### config.mk
export PLATFORM = sky130hd
export DESIGN_NAME = ppu_vram_port_regs_flat
export DESIGN_NICKNAME = d
export VERILOG_FILES = /design/src/rtl/ppu_vram_port_regs_if.sv /design/src/rtl/ppu_vram_port_regs.sv /design/src/flat_wrapper.sv
export SDC_FILE = /design/constraint.sdc
export NUM_CORES = 1
export LEC_CHECK = 0
export BUFFER_PORTS_ARGS = -buffer_cell sky130_fd_sc_hd__buf_2
export CAP_MARGIN = 0
export CORE_MARGIN = 3
export CORE_UTILIZATION = 35
export DETAILED_ROUTE_END_ITERATION = 7
export GPL_ROUTABILITY_DRIVEN = 0
export PLACE_DENSITY = 0.49
export SYNTH_ARGS = -nofsm -noshare
export SYNTH_HDL_FRONTEND = slang
export SYNTH_SLANG_ARGS = --single-unit
### constraint.sdc
create_clock -name clock_IN -period 3.3 [get_ports clock_IN]
set_clock_uncertainty 0.15 [all_clocks]
set_input_delay 0.33 -clock clock_IN [delete_from_list [all_inputs] [get_ports clock_IN]]
set_output_delay 0.33 -clock clock_IN [all_outputs]
set_load 0.01 [all_outputs]
### src/rtl/ppu_vram_port_regs_if.sv
// ----------------------------------------------------------------------------
// ppu_vram_port_regs_if
// Downstream VRAM handshake between the PPU register front end (master) and
// the VRAM setter/getter stage (slave).
//
// Handshake semantics:
//   The master holds vramAddress_OUT, vramData_OUT and accessRW_SEL_OUT
//   stable while accessTrigger_OUT is high and for one cycle after it falls.
//   The slave performs the access on the falling edge of accessTrigger_OUT.
//   There is no backpressure. For reads, the slave returns data with a
//   one-cycle vramReadValid_IN pulse. The master captures the data whenever
//   vramReadValid_IN is high while accessRW_SEL_OUT selects read.
//
// Signals:
//   vramAddress_OUT   15  master -> slave  access address
//   vramData_OUT       8  master -> slave  write data
//   accessRW_SEL_OUT   1  master -> slave  1 = read, 0 = write
//   accessTrigger_OUT  1  master -> slave  access strobe (acted on when it falls)
//   vramReadData_IN    8  slave -> master  read data
//   vramReadValid_IN   1  slave -> master  read data valid
// ----------------------------------------------------------------------------
interface ppu_vram_port_regs_if;
  logic [14:0] vramAddress_OUT;
  logic [7:0]  vramData_OUT;
  logic        accessRW_SEL_OUT;
  logic        accessTrigger_OUT;
  logic [7:0]  vramReadData_IN;
  logic        vramReadValid_IN;

  modport master (
    output vramAddress_OUT,
    output vramData_OUT,
    output accessRW_SEL_OUT,
    output accessTrigger_OUT,
    input  vramReadData_IN,
    input  vramReadValid_IN
  );

  modport slave (
    input  vramAddress_OUT,
    input  vramData_OUT,
    input  accessRW_SEL_OUT,
    input  accessTrigger_OUT,
    output vramReadData_IN,
    output vramReadValid_IN
  );
endinterface

### src/rtl/ppu_vram_port_regs.sv
// ----------------------------------------------------------------------------
// ppu_vram_port_regs
// CPU-facing front end for PPU VRAM access: the PPUADDR ($2006) two-write
// address latch, and PPUDATA ($2007) reads/writes with auto-increment. Palette
// space ($3F00-$3FFF) is served from an internal 32 x 6-bit RAM. All other
// addresses go to the downstream stage through the vram interface.
//
// Ports:
//   clock_IN, reset_IN        clock; synchronous active-high reset
//   cpuSelect_EN              one-cycle strobe: CPU access to a PPU register
//   cpuRW_SEL                 1 = read, 0 = write
//   cpuRegAddr_IN[2:0]        register index
//   cpuData_IN[7:0]           CPU write data
//   cpuData_OUT[7:0]          CPU read data for $2007
//   increment32_SEL           address step select (INC_LARGE / INC_SMALL)
//   statusRead_EN             $2002 read strobe; clears the write toggle
//   busy_OUT                  downstream access in flight
//   overrun_OUT               sticky: a $2007 access was dropped
//   o_fsm_state[1:0]          debug view of the access FSM
//   vram (master)             downstream handshake, see ppu_vram_port_regs_if
// ----------------------------------------------------------------------------
module ppu_vram_port_regs #(
  parameter int TRIGGER_CYCLES = 2,
  parameter int INC_LARGE      = 32,
  parameter int INC_SMALL      = 1
) (
  input  logic                        clock_IN,
  input  logic                        reset_IN,
  input  logic                        cpuSelect_EN,
  input  logic                        cpuRW_SEL,
  input  logic [2:0]                  cpuRegAddr_IN,
  input  logic [7:0]                  cpuData_IN,
  output logic [7:0]                  cpuData_OUT,
  input  logic                        increment32_SEL,
  input  logic                        statusRead_EN,
  output logic                        busy_OUT,
  output logic                        overrun_OUT,
  output logic [1:0]                  o_fsm_state,
  ppu_vram_port_regs_if.master        vram
);

  typedef enum logic [1:0] {
    S_IDLE = 2'd0,
    S_TRIG = 2'd1,
    S_REL  = 2'd2
  } state_t;

  localparam int CNT_W = (TRIGGER_CYCLES > 1) ? $clog2(TRIGGER_CYCLES) : 1;
  localparam logic [CNT_W-1:0] CNT_LAST = CNT_W'(TRIGGER_CYCLES - 1);

  // Registers
  state_t           r_state;
  logic [CNT_W-1:0] r_cnt;
  logic             r_toggle;
  logic [14:0]      r_temp;
  logic [14:0]      r_v;        // CPU-visible VRAM address (post-increment)
  logic [14:0]      r_addr;     // address driven downstream
  logic [7:0]       r_data;
  logic             r_rw;
  logic             r_trig;
  logic [7:0]       r_rbuf;
  logic [7:0]       r_cpu_data;
  logic             r_overrun;
  logic             r_pend_v;
  logic             r_pend_rw;
  logic [7:0]       r_pend_data;
  logic             r_local;    // in-flight access is a palette read; r_v already stepped
  logic             r_aovr;     // $2006 rewrote r_v during an access
  logic [5:0]       r_pal [32];

  // Next-state wires
  state_t           w_state_nxt;
  logic [CNT_W-1:0] w_cnt_nxt;
  logic             w_toggle_nxt;
  logic [14:0]      w_temp_nxt;
  logic [14:0]      w_v_nxt;
  logic [14:0]      w_addr_nxt;
  logic [7:0]       w_data_nxt;
  logic             w_rw_nxt;
  logic             w_trig_nxt;
  logic [7:0]       w_rbuf_nxt;
  logic [7:0]       w_cpu_data_nxt;
  logic             w_overrun_nxt;
  logic             w_pend_v_nxt;
  logic             w_pend_rw_nxt;
  logic [7:0]       w_pend_data_nxt;
  logic             w_local_nxt;
  logic             w_aovr_nxt;

  logic             w_sel6;
  logic             w_sel7;
  logic             w_direct;
  logic             w_launch;
  logic             w_l_rw;
  logic [7:0]       w_l_data;
  logic [14:0]      w_step;
  logic [14:0]      w_v_inc;
  logic [14:0]      w_new_addr;
  logic             w_is_pal;
  logic [4:0]       w_pal_idx;
  logic             w_pal_we;

  assign w_sel6     = cpuSelect_EN && (cpuRegAddr_IN == 3'd6) && !cpuRW_SEL;
  assign w_sel7     = cpuSelect_EN && (cpuRegAddr_IN == 3'd7);
  assign w_direct   = (r_state == S_IDLE) && !r_pend_v;
  assign w_step     = increment32_SEL ? 15'(INC_LARGE) : 15'(INC_SMALL);
  // Address space is 14 bits; bit 14 is always forced low after a step.
  assign w_v_inc    = (r_v + w_step) & 15'h3FFF;
  assign w_new_addr = {r_temp[14:8], cpuData_IN};
  assign w_is_pal   = (r_v[13:8] == 6'h3F);
  // $3F10/$14/$18/$1C mirror the backdrop entries $3F00/$04/$08/$0C.
  assign w_pal_idx  = (r_v[4] && (r_v[1:0] == 2'b00)) ? {1'b0, r_v[3:0]} : r_v[4:0];

  always_comb begin
    w_state_nxt     = r_state;
    w_cnt_nxt       = r_cnt;
    w_toggle_nxt    = r_toggle;
    w_temp_nxt      = r_temp;
    w_v_nxt         = r_v;
    w_addr_nxt      = r_addr;
    w_data_nxt      = r_data;
    w_rw_nxt        = r_rw;
    w_trig_nxt      = r_trig;
    w_rbuf_nxt      = r_rbuf;
    w_cpu_data_nxt  = r_cpu_data;
    w_overrun_nxt   = r_overrun;
    w_pend_v_nxt    = r_pend_v;
    w_pend_rw_nxt   = r_pend_rw;
    w_pend_data_nxt = r_pend_data;
    w_local_nxt     = r_local;
    w_aovr_nxt      = r_aovr;
    w_launch        = 1'b0;
    w_l_rw          = 1'b0;
    w_l_data        = 8'h00;
    w_pal_we        = 1'b0;

    if (vram.vramReadValid_IN && r_rw) w_rbuf_nxt = vram.vramReadData_IN;

    case (r_state)
      S_IDLE: begin
        // A queued access takes precedence over a new strobe in the same cycle.
        if (r_pend_v) begin
          w_launch     = 1'b1;
          w_l_rw       = r_pend_rw;
          w_l_data     = r_pend_data;
          w_pend_v_nxt = 1'b0;
        end else if (w_sel7) begin
          w_launch = 1'b1;
          w_l_rw   = cpuRW_SEL;
          w_l_data = cpuData_IN;
        end
      end
      S_TRIG: begin
        if (r_cnt == CNT_LAST) begin
          w_trig_nxt  = 1'b0;
          w_state_nxt = S_REL;
        end else begin
          w_cnt_nxt = r_cnt + 1'b1;
        end
      end
      S_REL: begin
        w_state_nxt = S_IDLE;
        if (r_aovr || r_local) begin
          w_addr_nxt = r_v;
        end else begin
          w_v_nxt    = w_v_inc;
          w_addr_nxt = w_v_inc;
        end
        w_local_nxt = 1'b0;
        w_aovr_nxt  = 1'b0;
      end
      default: w_state_nxt = S_IDLE;
    endcase

    // A strobe that cannot launch goes into the one-deep queue or is dropped.
    if (w_sel7 && !w_direct) begin
      if (!r_pend_v || (r_state == S_IDLE)) begin
        w_pend_v_nxt    = 1'b1;
        w_pend_rw_nxt   = cpuRW_SEL;
        w_pend_data_nxt = cpuData_IN;
      end else begin
        w_overrun_nxt = 1'b1;
      end
    end

    if (w_launch) begin
      if (w_is_pal) begin
        w_v_nxt = w_v_inc;
        if (w_l_rw) begin
          // Palette read: data comes from local RAM. The read buffer is still
          // refreshed from the nametable byte underneath ($3Fxx - $1000).
          w_cpu_data_nxt = {2'b00, r_pal[w_pal_idx]};
          w_addr_nxt     = r_v - 15'h1000;
          w_rw_nxt       = 1'b1;
          w_trig_nxt     = 1'b1;
          w_cnt_nxt      = '0;
          w_local_nxt    = 1'b1;
          w_state_nxt    = S_TRIG;
        end else begin
          w_pal_we   = 1'b1;
          w_addr_nxt = w_v_inc;
        end
      end else begin
        if (w_l_rw) w_cpu_data_nxt = r_rbuf;
        else        w_data_nxt     = w_l_data;
        w_rw_nxt    = w_l_rw;
        w_trig_nxt  = 1'b1;
        w_cnt_nxt   = '0;
        w_state_nxt = S_TRIG;
      end
    end

    if (w_sel6) begin
      if (!r_toggle) begin
        w_temp_nxt = {1'b0, cpuData_IN[5:0], r_temp[7:0]};
      end else begin
        w_temp_nxt = w_new_addr;
        w_v_nxt    = w_new_addr;
        // While an access holds the bus, the new address is parked in r_v and
        // published when the FSM returns to IDLE.
        if (w_state_nxt == S_IDLE) begin
          w_addr_nxt = w_new_addr;
          w_aovr_nxt = 1'b0;
        end else begin
          w_aovr_nxt = 1'b1;
        end
      end
    end

    // Status read wins over the toggle flip of a coincident $2006 write.
    if (statusRead_EN)  w_toggle_nxt = 1'b0;
    else if (w_sel6)    w_toggle_nxt = ~r_toggle;
  end

  always_ff @(posedge clock_IN) begin
    if (reset_IN) begin
      r_state     <= S_IDLE;
      r_cnt       <= '0;
      r_toggle    <= 1'b0;
      r_temp      <= '0;
      r_v         <= '0;
      r_addr      <= '0;
      r_data      <= '0;
      r_rw        <= 1'b0;
      r_trig      <= 1'b0;
      r_rbuf      <= '0;
      r_cpu_data  <= '0;
      r_overrun   <= 1'b0;
      r_pend_v    <= 1'b0;
      r_pend_rw   <= 1'b0;
      r_pend_data <= '0;
      r_local     <= 1'b0;
      r_aovr      <= 1'b0;
    end else begin
      r_state     <= w_state_nxt;
      r_cnt       <= w_cnt_nxt;
      r_toggle    <= w_toggle_nxt;
      r_temp      <= w_temp_nxt;
      r_v         <= w_v_nxt;
      r_addr      <= w_addr_nxt;
      r_data      <= w_data_nxt;
      r_rw        <= w_rw_nxt;
      r_trig      <= w_trig_nxt;
      r_rbuf      <= w_rbuf_nxt;
      r_cpu_data  <= w_cpu_data_nxt;
      r_overrun   <= w_overrun_nxt;
      r_pend_v    <= w_pend_v_nxt;
      r_pend_rw   <= w_pend_rw_nxt;
      r_pend_data <= w_pend_data_nxt;
      r_local     <= w_local_nxt;
      r_aovr      <= w_aovr_nxt;
    end
  end

  // Palette RAM keeps its contents across reset.
  always_ff @(posedge clock_IN) begin
    if (w_pal_we && !reset_IN) r_pal[w_pal_idx] <= w_l_data[5:0];
  end

  assign vram.vramAddress_OUT   = r_addr;
  assign vram.vramData_OUT      = r_data;
  assign vram.accessRW_SEL_OUT  = r_rw;
  assign vram.accessTrigger_OUT = r_trig;
  assign cpuData_OUT            = r_cpu_data;
  assign busy_OUT               = (r_state != S_IDLE);
  assign overrun_OUT            = r_overrun;
  assign o_fsm_state            = r_state;

endmodule

### src/flat_wrapper.sv
// flat-port wrapper written by rule: the top's interface ports become plain ports
module ppu_vram_port_regs_flat 
#(
  parameter int TRIGGER_CYCLES = 2,
  parameter int INC_LARGE      = 32,
  parameter int INC_SMALL      = 1
)
  (clock_IN, reset_IN, cpuSelect_EN, cpuRW_SEL, cpuRegAddr_IN, cpuData_IN, cpuData_OUT, increment32_SEL, statusRead_EN, busy_OUT, overrun_OUT, o_fsm_state, vram_vramAddress_OUT, vram_vramData_OUT, vram_accessRW_SEL_OUT, vram_accessTrigger_OUT, vram_vramReadData_IN, vram_vramReadValid_IN);
  ppu_vram_port_regs_if vram_i ();
  input  logic clock_IN;
  input  logic reset_IN;
  input  logic cpuSelect_EN;
  input  logic cpuRW_SEL;
  input  logic [2:0] cpuRegAddr_IN;
  input  logic [7:0] cpuData_IN;
  output logic [7:0] cpuData_OUT;
  input  logic increment32_SEL;
  input  logic statusRead_EN;
  output logic busy_OUT;
  output logic overrun_OUT;
  output logic [1:0] o_fsm_state;
  output wire logic [$bits(vram_i.vramAddress_OUT)-1:0] vram_vramAddress_OUT;
  output wire logic [$bits(vram_i.vramData_OUT)-1:0] vram_vramData_OUT;
  output wire logic [$bits(vram_i.accessRW_SEL_OUT)-1:0] vram_accessRW_SEL_OUT;
  output wire logic [$bits(vram_i.accessTrigger_OUT)-1:0] vram_accessTrigger_OUT;
  input wire logic [$bits(vram_i.vramReadData_IN)-1:0] vram_vramReadData_IN;
  input wire logic [$bits(vram_i.vramReadValid_IN)-1:0] vram_vramReadValid_IN;
  assign vram_vramAddress_OUT = vram_i.vramAddress_OUT;
  assign vram_vramData_OUT = vram_i.vramData_OUT;
  assign vram_accessRW_SEL_OUT = vram_i.accessRW_SEL_OUT;
  assign vram_accessTrigger_OUT = vram_i.accessTrigger_OUT;
  assign vram_i.vramReadData_IN = vram_vramReadData_IN;
  assign vram_i.vramReadValid_IN = vram_vramReadValid_IN;
  ppu_vram_port_regs #(.TRIGGER_CYCLES(TRIGGER_CYCLES), .INC_LARGE(INC_LARGE), .INC_SMALL(INC_SMALL)) u_core (.clock_IN(clock_IN), .reset_IN(reset_IN), .cpuSelect_EN(cpuSelect_EN), .cpuRW_SEL(cpuRW_SEL), .cpuRegAddr_IN(cpuRegAddr_IN), .cpuData_IN(cpuData_IN), .cpuData_OUT(cpuData_OUT), .increment32_SEL(increment32_SEL), .statusRead_EN(statusRead_EN), .busy_OUT(busy_OUT), .overrun_OUT(overrun_OUT), .o_fsm_state(o_fsm_state), .vram(vram_i));
endmodule
==> results.md, run 1 <==
- Status: finished clean
- Clock Tree Root: clkbuf_16
- Yosys warns: 0
- Total core area: 30110 um2
- DR pass1 iterations: 5
- I/O Pins: between 60 and 70
- GRT Max-Usage Layer: met2
- FP Rows: 63
- Setup CP Type: register to register
- Clk_lat worst skew: 550 ps
- Main combinational cell family by area after synthesis: simple AND/OR/NAND/NOR gates
- Hold path start: vram_vramReadValid_IN
- FF+latch count, synth: approximately 250
- Final Cycle Share: 86.11%
- Seq/Total Area, Yosys: 60.87%
- PnR worst setup slack: 458.3 ps
- Slew @ Worst Pin: 592.8 ps
- Worst Setup SP: u_core.r_pend_v
- GR Overflow Total: 0
- Compound-gate portion of the synthesized area: 11.60%
- Die Area: ~33000 um2
- Met2 Use GR: 29.42%
- Post-Route Setup TNS: 0 ps
- GR Util met3: 2.591%
- Met1 usage: between 20 and 30%
- Die width: around 180 um
- Final setup violation count: 0
- Synth async-reset ratio: 0%
- Commonest non-fill, non-tap cell in the layout: edfxtp_1
- IO Port Bufs: 62
- Vias per cell: 5.407
- H-tree Lvls: 1
- Starting DRT DRC Count: 650
- RR Startpoint: u_core.r_pend_v
- Max Slew Vio Count: 0
- Max frequency: 351.9 MHz
- Register Area: 6633 um2
- Via count: about 7500
- Final non-filler cell total: between 1000 and 1500
- Clk slew on worst S/H paths: 60 ps
- Arr. time, crit path: 2870 ps
- Critical Path Fanout Max: 12
- Syn_area_per_cell: around 12 um2
- WP data required: roughly 3300 ps
- Cell Count Post-Placement: approximately 1300
- Vias in the first global route: 7523
- Post-Synth XOR/XNOR Area: 1.770%
- Final net count: approximately 1000
- # Post-CTS Setup Buffers: 0
- Most frequent cells in the layout: edfxtp_1, nor2_1, nand2_1
- Number of synthesized flops with an enable pin: roughly 170
- Top FF cell, synth: edfxtp_1
- Synth Area in Adders: less than 1%
- Largest net degree at the start of global routing: 46
- DR WL/cell: between 20 and 25 um
- Total Routing Usage GR: 17.97%
- Filler instances: 2816
- Post-synthesis mux area share: approximately 10%
- Clk sink count: 247
- Post-Syn Instances: just under 900
- Synth Area in Simple Gates: 12.22%
- Mapped Nets: about 920
- Normalized max-slew margin: between 60% and 70%
- Min-delay worst type: input port to register
- Drt drc: 0
- Max Cap Viol: 0
- RSZ-0062 raised after global routing: false
- CP Launch Type: register
- Leakage power: 4.588 nW
- PwrDens: 499.0 nW/um2
- Area occupied by multi-input gates: roughly 4000 um2
- Die Ht: around 180 um
- Max clock buf depth: 3
- Hpwl dp: 19950 um
- CP Capture Type: register
- Initial antenna violation count: 0
- Synth-to-Final Area Change: 18.22%
- Routed Antenna Nets: 0
- Minimum clock period: 2842 ps
- Max IR drop VDD: 0.0003666 V
- # diodes: 0
- Initial Utilization: 36.15%
- Dpl ws: 491.6 ps
- CTS tree: built
- Routed WL: 30480 um
- Library cells used by synthesis: 70
- Final hold violation count: 0
- TritonCTS buffer count: 27
- Synth Cell Area: 10890 um2
- First-pass GRT wire length: roughly 46000 um
- Share of layout cells above drive strength 1: 21.90%
-- cell families after synthesis --
family                     after synthesis
and+or+nand+nor                        280
xor gates and xnor gates                22
DFF                                    247
muxes                                   80
AOI/OAI and AO/OA                      184
buffers and inverters                   68
adders and majority gates                5
-- cell type report --
cell class	instances	area share (%)
Clock buffer	36	5.833
Clock inverter	9	0.8653
Inverter	7	0.2042
Multi-Input combinational cell	571	30.91
Sequential cell	247	51.54
Tap cell	390	3.792
Timing Repair Buffer	130	6.864
-- Yosys cell counts (7+ instances only) --
library cell	count	area, um2
mux2i_1	33	330.3
mux2_2	25	281.5
buf_2	18	90.09
nor4_1	7	43.79
a31oi_1	8	50.05
a211oi_1	24	180.2
o211ai_1	10	75.07
xnor2_1	16	140.1
inv_1	7	26.28
dfxtp_1	79	1582
o21ai_0	35	175.2
mux4_2	22	495.5
clkbuf_1	24	90.09
nand2_1	77	289.0
nor3_1	18	90.09
a21oi_1	37	185.2
buf_1	13	48.80
nand3b_1	8	60.06
a22oi_1	14	105.1
a221oi_1	12	105.1
nand3_1	26	130.1
edfxtp_1	168	5045
nor2_1	95	356.6
-- registers in the layout (all words and copies together) (netlist names) --
signal / flops
u_core.r_aovr: 1
u_core.r_pend_data: 8
u_core.r_pend_rw: 1
u_core.vram.vramData_OUT: 8
u_core.r_temp: 6
u_core.r_rbuf: 8
u_core.cpuData_OUT: 8
u_core.r_pal: 168
u_core.r_local: 1
u_core.r_cnt: 1
u_core.r_pend_v: 1
u_core.o_fsm_state: 2
u_core.r_v: 15
u_core.overrun_OUT: 1
u_core.vram.accessTrigger_OUT: 1
u_core.vram.accessRW_SEL_OUT: 1
u_core.r_toggle: 1
u_core.vram.vramAddress_OUT: 15
-- routing by layer --
| metal | up-vias | wire length (um) |
|---|---|---|
| met5 | - | 0 |
| met4 | 0 | 908 |
| met3 | 51 | 1597 |
| met2 | 217 | 14410 |
| met1 | 3676 | 13560 |
| li1 | 3572 | - |
-- worst max-delay path, stage by stage, from the launching register on --
cell      delay [ps]
dfxtp_1          590
a41oi_1          210
and4b_1          410
nand3_4          170
nor2_1           310
nand3b_1         180
nor2_1           450
-- power by group --
group | total, W | internal, W | switching, W
clock | 0.00298 | 0.00175 | 0.00123
combinational | 0.000154 | 0.0000548 | 0.0000995
sequential | 0.00329 | 0.00328 | 0.00000710
-- repair_timing --
| action | in CTS | in global routing |
|---|---|---|
| hold buffers | 25 | 0 |
| hold endpoints to repair | 28 | 0 |
| resized for setup | 0 | 0 |
| endpoints found under the setup margin | 0 | 0 |
-- per-stage QoR --
step	area (um2)	hold slack, ps	utilization (%)	power [W]
global route	12870	25.16	42.74	0.006628
floorplan	10890	256.7	-	0.003420
global placement	11760	293.9	39.05	0.003493
finish	12870	19.23	42.74	0.006422
CTS	12870	3.424	42.74	0.006487
detailed placement	11760	299.5	39.05	0.003492
-- path summary, 6_finish.rpt --
check                         to  slack, ps  cells after the start
max          u_core.r_pal[27][2]        460                      6
min             u_core.r_rbuf[3]         20                      3
max reg2reg  u_core.r_pal[27][2]        460                      6
min reg2reg     u_core.r_rbuf[5]        310                      2
No activity file was read; power rests on OpenSTA's default activity.
==> inputs of run 2 (changes only) <==
CORE_MARGIN = 2   (was 3)
==> results.md, run 2 (synthesis results as in run 1) <==
- Net Sw Frac: 21.08%
- Final non-filler cell total: between 1000 and 1500
- Largest net degree at the start of global routing: 50
- Routed Antenna Nets: 0
- Die Ht: between 150 and 200 um
- Most flops, register: u_core.r_pal
- DR WL/cell: 21.66 um
- Cell Count Post-Placement: 1326
- H-tree Lvls: 1
- TritonCTS buffer count: 27
- Arr. time, crit path: 2770 ps
- Vias per cell: 5.416
- CP Launch Type: register
- # diodes: 0
- Max frequency: 366.8 MHz
- Vias in the first global route: between 7000 and 8000
- # Post-CTS Setup Buffers: 0
- Leakage power: 4.601 nW
- Filler instances: 2928
- Initial Utilization: 35.59%
- Flop pwr share: 50.3%
- CTS tree: built
- Total Routing Usage GR: 18.46%
- FP Rows: 64
- Clk_lat worst skew: 560 ps
- Logic pwr share: under 10%
- Final Cycle Share: 82.61%
- Share of layout cells above drive strength 1: between 20% and 30%
- Final Power: 0.006533 W
- Initial antenna violation count: 0
- Most frequent cells in the layout: edfxtp_1, nor2_1, nand2_1
- IO Port Bufs: 62
- Clk sink count: 247
- I/O Pins: 63
- GR Overflow Total: 0
- Max Cap Viol: 0
- Die Area: 32530 um2
- Critical Path Fanout Max: 10
- Routed WL: 30330 um
- Commonest non-fill, non-tap cell in the layout: edfxtp_1
- Total core area: slightly above 30000 um2
- Post_cts resized: 0
- Hold buffer count at CTS: 24
- Largest register FFs: 168
- WP data required: 3340 ps
- Max clock buf depth: 3
- PwrDens: 506.0 nW/um2
- Drt drc: 0
- WHS: between 10 and 15 ps
- Via count: 7582
- Final net count: 1014
- Setup CP Type: register to register
- Internal power: 0.005156 W
- CP Capture Type: register
- Net Sw Power: roughly 0.0014 W
- Max IR drop VDD: ~0.00044 V
- First-pass GRT wire length: 46730 um
- Slew @ Worst Pin: between 800 and 900 ps
- Die width: 180.4 um
- RSZ-0062 raised after global routing: false
- Minimum clock period: 2726 ps
- Clock Tree Root: clkbuf_16
- Status: finished clean
- Post-Route Setup TNS: 0 ps
- Normalized max-slew margin: 39.66%
- Hpwl dp: 19970 um
- Clk slew on worst S/H paths: about 60 ps
- Post-layout util: 42.21%
- Final setup violation count: 0
- DR pass1 iterations: 5
- Clock share of power: a little under half
- Synth-to-Final Area Change: 18.61%
- Final hold violation count: 0
- Starting DRT DRC Count: 543
- Max Slew Vio Count: 0
- Min-delay worst type: input port to register
[run 2: changes by cell type in the layout (fill, tap and decap cells not counted), moves of 2 or more]
cell / previous run / this run
clkbuf_1: 6 / 4
clkbuf_8: 2 / 0
bufinv_16: 2 / 4
clkinv_1: 1 / 8
[run 2: power groups by stage]
stage / logic (W) / clock network [W] / registers, W
2_1_floorplan: 0.0000649 / 0 / 0.00336
3_3_place_gp: 0.000140 / 0 / 0.00336
3_5_place_dp: 0.000140 / 0 / 0.00336
4_1_cts: 0.000157 / 0.00315 / 0.00329
5_1_grt: 0.000169 / 0.00327 / 0.00329
6_report: 0.000157 / 0.00309 / 0.00329
[run 2: cell type report]
class	instances	area, um2	area share (%)
clock buffers	31	690.7	5.349
clock inverters	19	206.4	1.599
inverters	7	26.28	0.2035
multi-input cells	571	3978	30.80
flip-flops and latches	247	6630	51.35
well taps	396	495.5	3.837
repair buffers	129	885.9	6.860
[run 2: worst max-delay path, cell delays in order, from the launching register on]
cell	delay, ps
dfxtp_1	470
and4_1	300
buf_4	190
nand4b_1	120
nor3_1	290
buf_4	200
nand3_1	150
nor2_1	490
[run 2: through the flow]
step,instance area [um2],setup slack (ps)
final,12910,574.0
after detailed placement,11780,557.9
after global placement,11780,561.3
after floorplan,10890,826.6
after global routing,12910,384.1
after CTS,12910,552.8
[run 2: final timing paths]
kind                    startpoint               endpoint  slack (ps)  depth (start not counted)
max reg2reg         u_core.r_v[10]     u_core.r_pal[7][3]         570                          7
min reg2reg  u_core.cpuData_OUT[1]  u_core.cpuData_OUT[1]         310                          2
min          vram_vramReadValid_IN       u_core.r_rbuf[4]          10                          3
max                 u_core.r_v[10]     u_core.r_pal[7][3]         570                          7
[run 2: routing by layer]
layer | wire (um) | up-vias | track usage, %
met2 | 14370 | 208 | 30.61
met1 | 13910 | 3750 | 25.48
met5 | 0 | - | 0
li1 | - | 3571 | -
met3 | 1286 | 53 | 2.486
met4 | 767 | 0 | 5.032
==> inputs of run 3 (changes only) <==
ABC_AREA = 1   (was default)
PLACE_DENSITY = 0.5   (was 0.49)
clock period = 2.5 ns   (was 3.3 ns; I/O delays follow)
==> results.md, run 3 <==
- Max frequency: between 400 and 500 MHz
- DR pass1 iterations: 5
- First-pass GRT wire length: 49710 um
- IO Port Bufs: 62
- Seq/Total Area, Yosys: 60.20%
- Status: finished clean
- Largest net degree at the start of global routing: 53
- Max IR drop VDD: 0.0006076 V
- H-tree Lvls: 1
- Routed Antenna Nets: 0
- Mapped Nets: 1278
- Largest register FFs: 168
- Register Area: 6626 um2
- Synth async-reset ratio: 0%
- Most frequent cells in the layout: nand2_1, edfxtp_1, nor2_1
- Min-delay worst type: input port to register
- DR WL/cell: 18.02 um
- Final non-filler cell total: 1790
- Post-Syn Instances: 1247
- Yosys warns: 0
- Final hold violation count: 0
- WP data required: between 2000 and 3000 ps
- Synth Cell Area: 11010 um2
- Critical Path Fanout Max: 6
- Cell Count Post-Placement: approximately 1700
- Clk slew on worst S/H paths: 60 ps
- Hold path start: vram_vramReadValid_IN
- Syn_area_per_cell: 8.827 um2
- Max Cap Viol: 0
- FP Rows: 64
- Commonest non-fill, non-tap cell in the layout: nand2_1
- CP Launch Type: register
- Filler instances: 3043
- Number of synthesized flops with an enable pin: 168
- Final net count: 1404
- Top cell type's share of synthesized area: 45.83%
- Max Slew Vio Count: 0
- Synth-to-Final Area Change: 21.06%
- CP Capture Type: register
- Total core area: 30750 um2
- Die Ht: 181.3 um
- Via count: 8887
- Initial antenna violation count: 0
- Setup CP Type: register to register
- Final setup violation count: 0
- Library cells used by synthesis: 37
- TritonCTS buffer count: 29
- Dpl ws: ~69 ps
- Die width: 181.3 um
- Clock Tree Root: clkbuf_16
- Clk_lat worst skew: ~570 ps
- I/O Pins: 63
- Leakage power: roughly 5.3 nW
- Area occupied by multi-input gates: 3968 um2
- Dominant cell type by area after synthesis: edfxtp_1
- Most frequent cell after synthesis: nand2_1
- Worst Setup SP: u_core.o_fsm_state[1]
- Clk sink count: ~250
- Max clock buf depth: 3
- Final Cycle Share: 96.27%
- Drt drc: 0
- Synth top cells by count: nand2_1, edfxtp_1, nor2_1
- PwrDens: 636.0 nW/um2
- CTS tree: built
- # diodes: 0
- PnR worst setup slack: just over 90 ps
- Starting DRT DRC Count: roughly 580
- Die Area: 32880 um2
- Arr. time, crit path: between 2000 and 2500 ps
- Total Routing Usage GR: 19.63%
- FF+latch count, synth: 247
- Routed WL: around 32000 um
- Vias per cell: 4.965
- RSZ-0062 raised after global routing: true
- RR Startpoint: u_core.o_fsm_state[1]
- Synth area leaders: edfxtp_1, nand2_1, dfxtp_1, nand3_1, nor2_1
- Minimum clock period: approximately 2400 ps
- Slew @ Worst Pin: slightly above 600 ps
- GR Overflow Total: 0
- Hpwl dp: 21840 um
- Top FF cell, synth: edfxtp_1
- Normalized max-slew margin: about three fifths
- Vias in the first global route: about 8800
- Most flops, register: u_core.r_pal
- Initial Utilization: 35.80%
- Share of layout cells above drive strength 1: 14.92%
run 3: per-layer routing:
metal  global-route usage [%]  routed length, um  up-vias
li1                         -                  -     4404
met1                    25.55              14580     4189
met2                    33.18              15170      220
met3                    3.124               1402       74
met4                    6.959               1099        0
met5                        0                  0        -
run 3: per-stage QoR:
stage / TNS [ps] / hold WS (ps) / utilization [%] / instance area, um2 / power (W)
floorplan: -8166 / 178.5 / - / 11040 / 0.004527
global placement: 0 / 267.5 / 39.79 / 12240 / 0.004638
detailed placement: 0 / 266.2 / 39.79 / 12240 / 0.004638
CTS: 0 / 5.278 / 43.29 / 13310 / 0.008574
global route: -1532 / 49.54 / 43.34 / 13330 / 0.008746
finish: 0 / 30.02 / 43.34 / 13330 / 0.008474
run 3: path summary, 6_finish.rpt:
kind	end	slack (ps)	cells past startpoint
min	u_core.r_rbuf[0]	30	3
min reg2reg	u_core.r_pend_data[6]	290	2
max reg2reg	u_core.r_pal[30][3]	90	7
max	u_core.r_pal[30][3]	90	7
run 3: final cells by class:
cell class / count / share of cell area [%]
flip-flops and latches: 247 / 49.73
multi-input cells: 870 / 29.77
repair buffers: 146 / 8.000
clock buffers: 35 / 5.615
well taps: 396 / 3.718
inverters: 79 / 2.225
clock inverters: 17 / 0.9390
run 3: cells by family after synthesis:
logic type                 synth area share (%)
AOI/OAI and AO/OA                         7.321
xor gates and xnor gates                 0.3979
adders and majority gates                0.5684
buffers and inverters                     4.933
DFF                                       60.20
and+or+nand+nor                           26.58
run 3: repair_timing:
item	in CTS	in global routing
hold buffers	20	0
endpoints found under the hold margin	44	0
buffers inserted	0	0
gates resized for setup	0	6
endpoints found under the setup margin	0	52
run 3: worst max-delay path, cell delays in order, from the launching register on:
cell	delay (ps)
dfxtp_1	340
nor2_1	270
o21ai_0	250
nor2_2	200
nand3_4	150
nor2_2	170
nand2_1	130
nor2_1	390
run 3: power breakdown:
| part | internal [W] | switching, W |
|---|---|---|
| registers | 0.00434 | 0.00000691 |
| clock network | 0.00223 | 0.00167 |
| logic | 0.0000815 | 0.000146 |
| total | 0.00665 | 0.00182 |
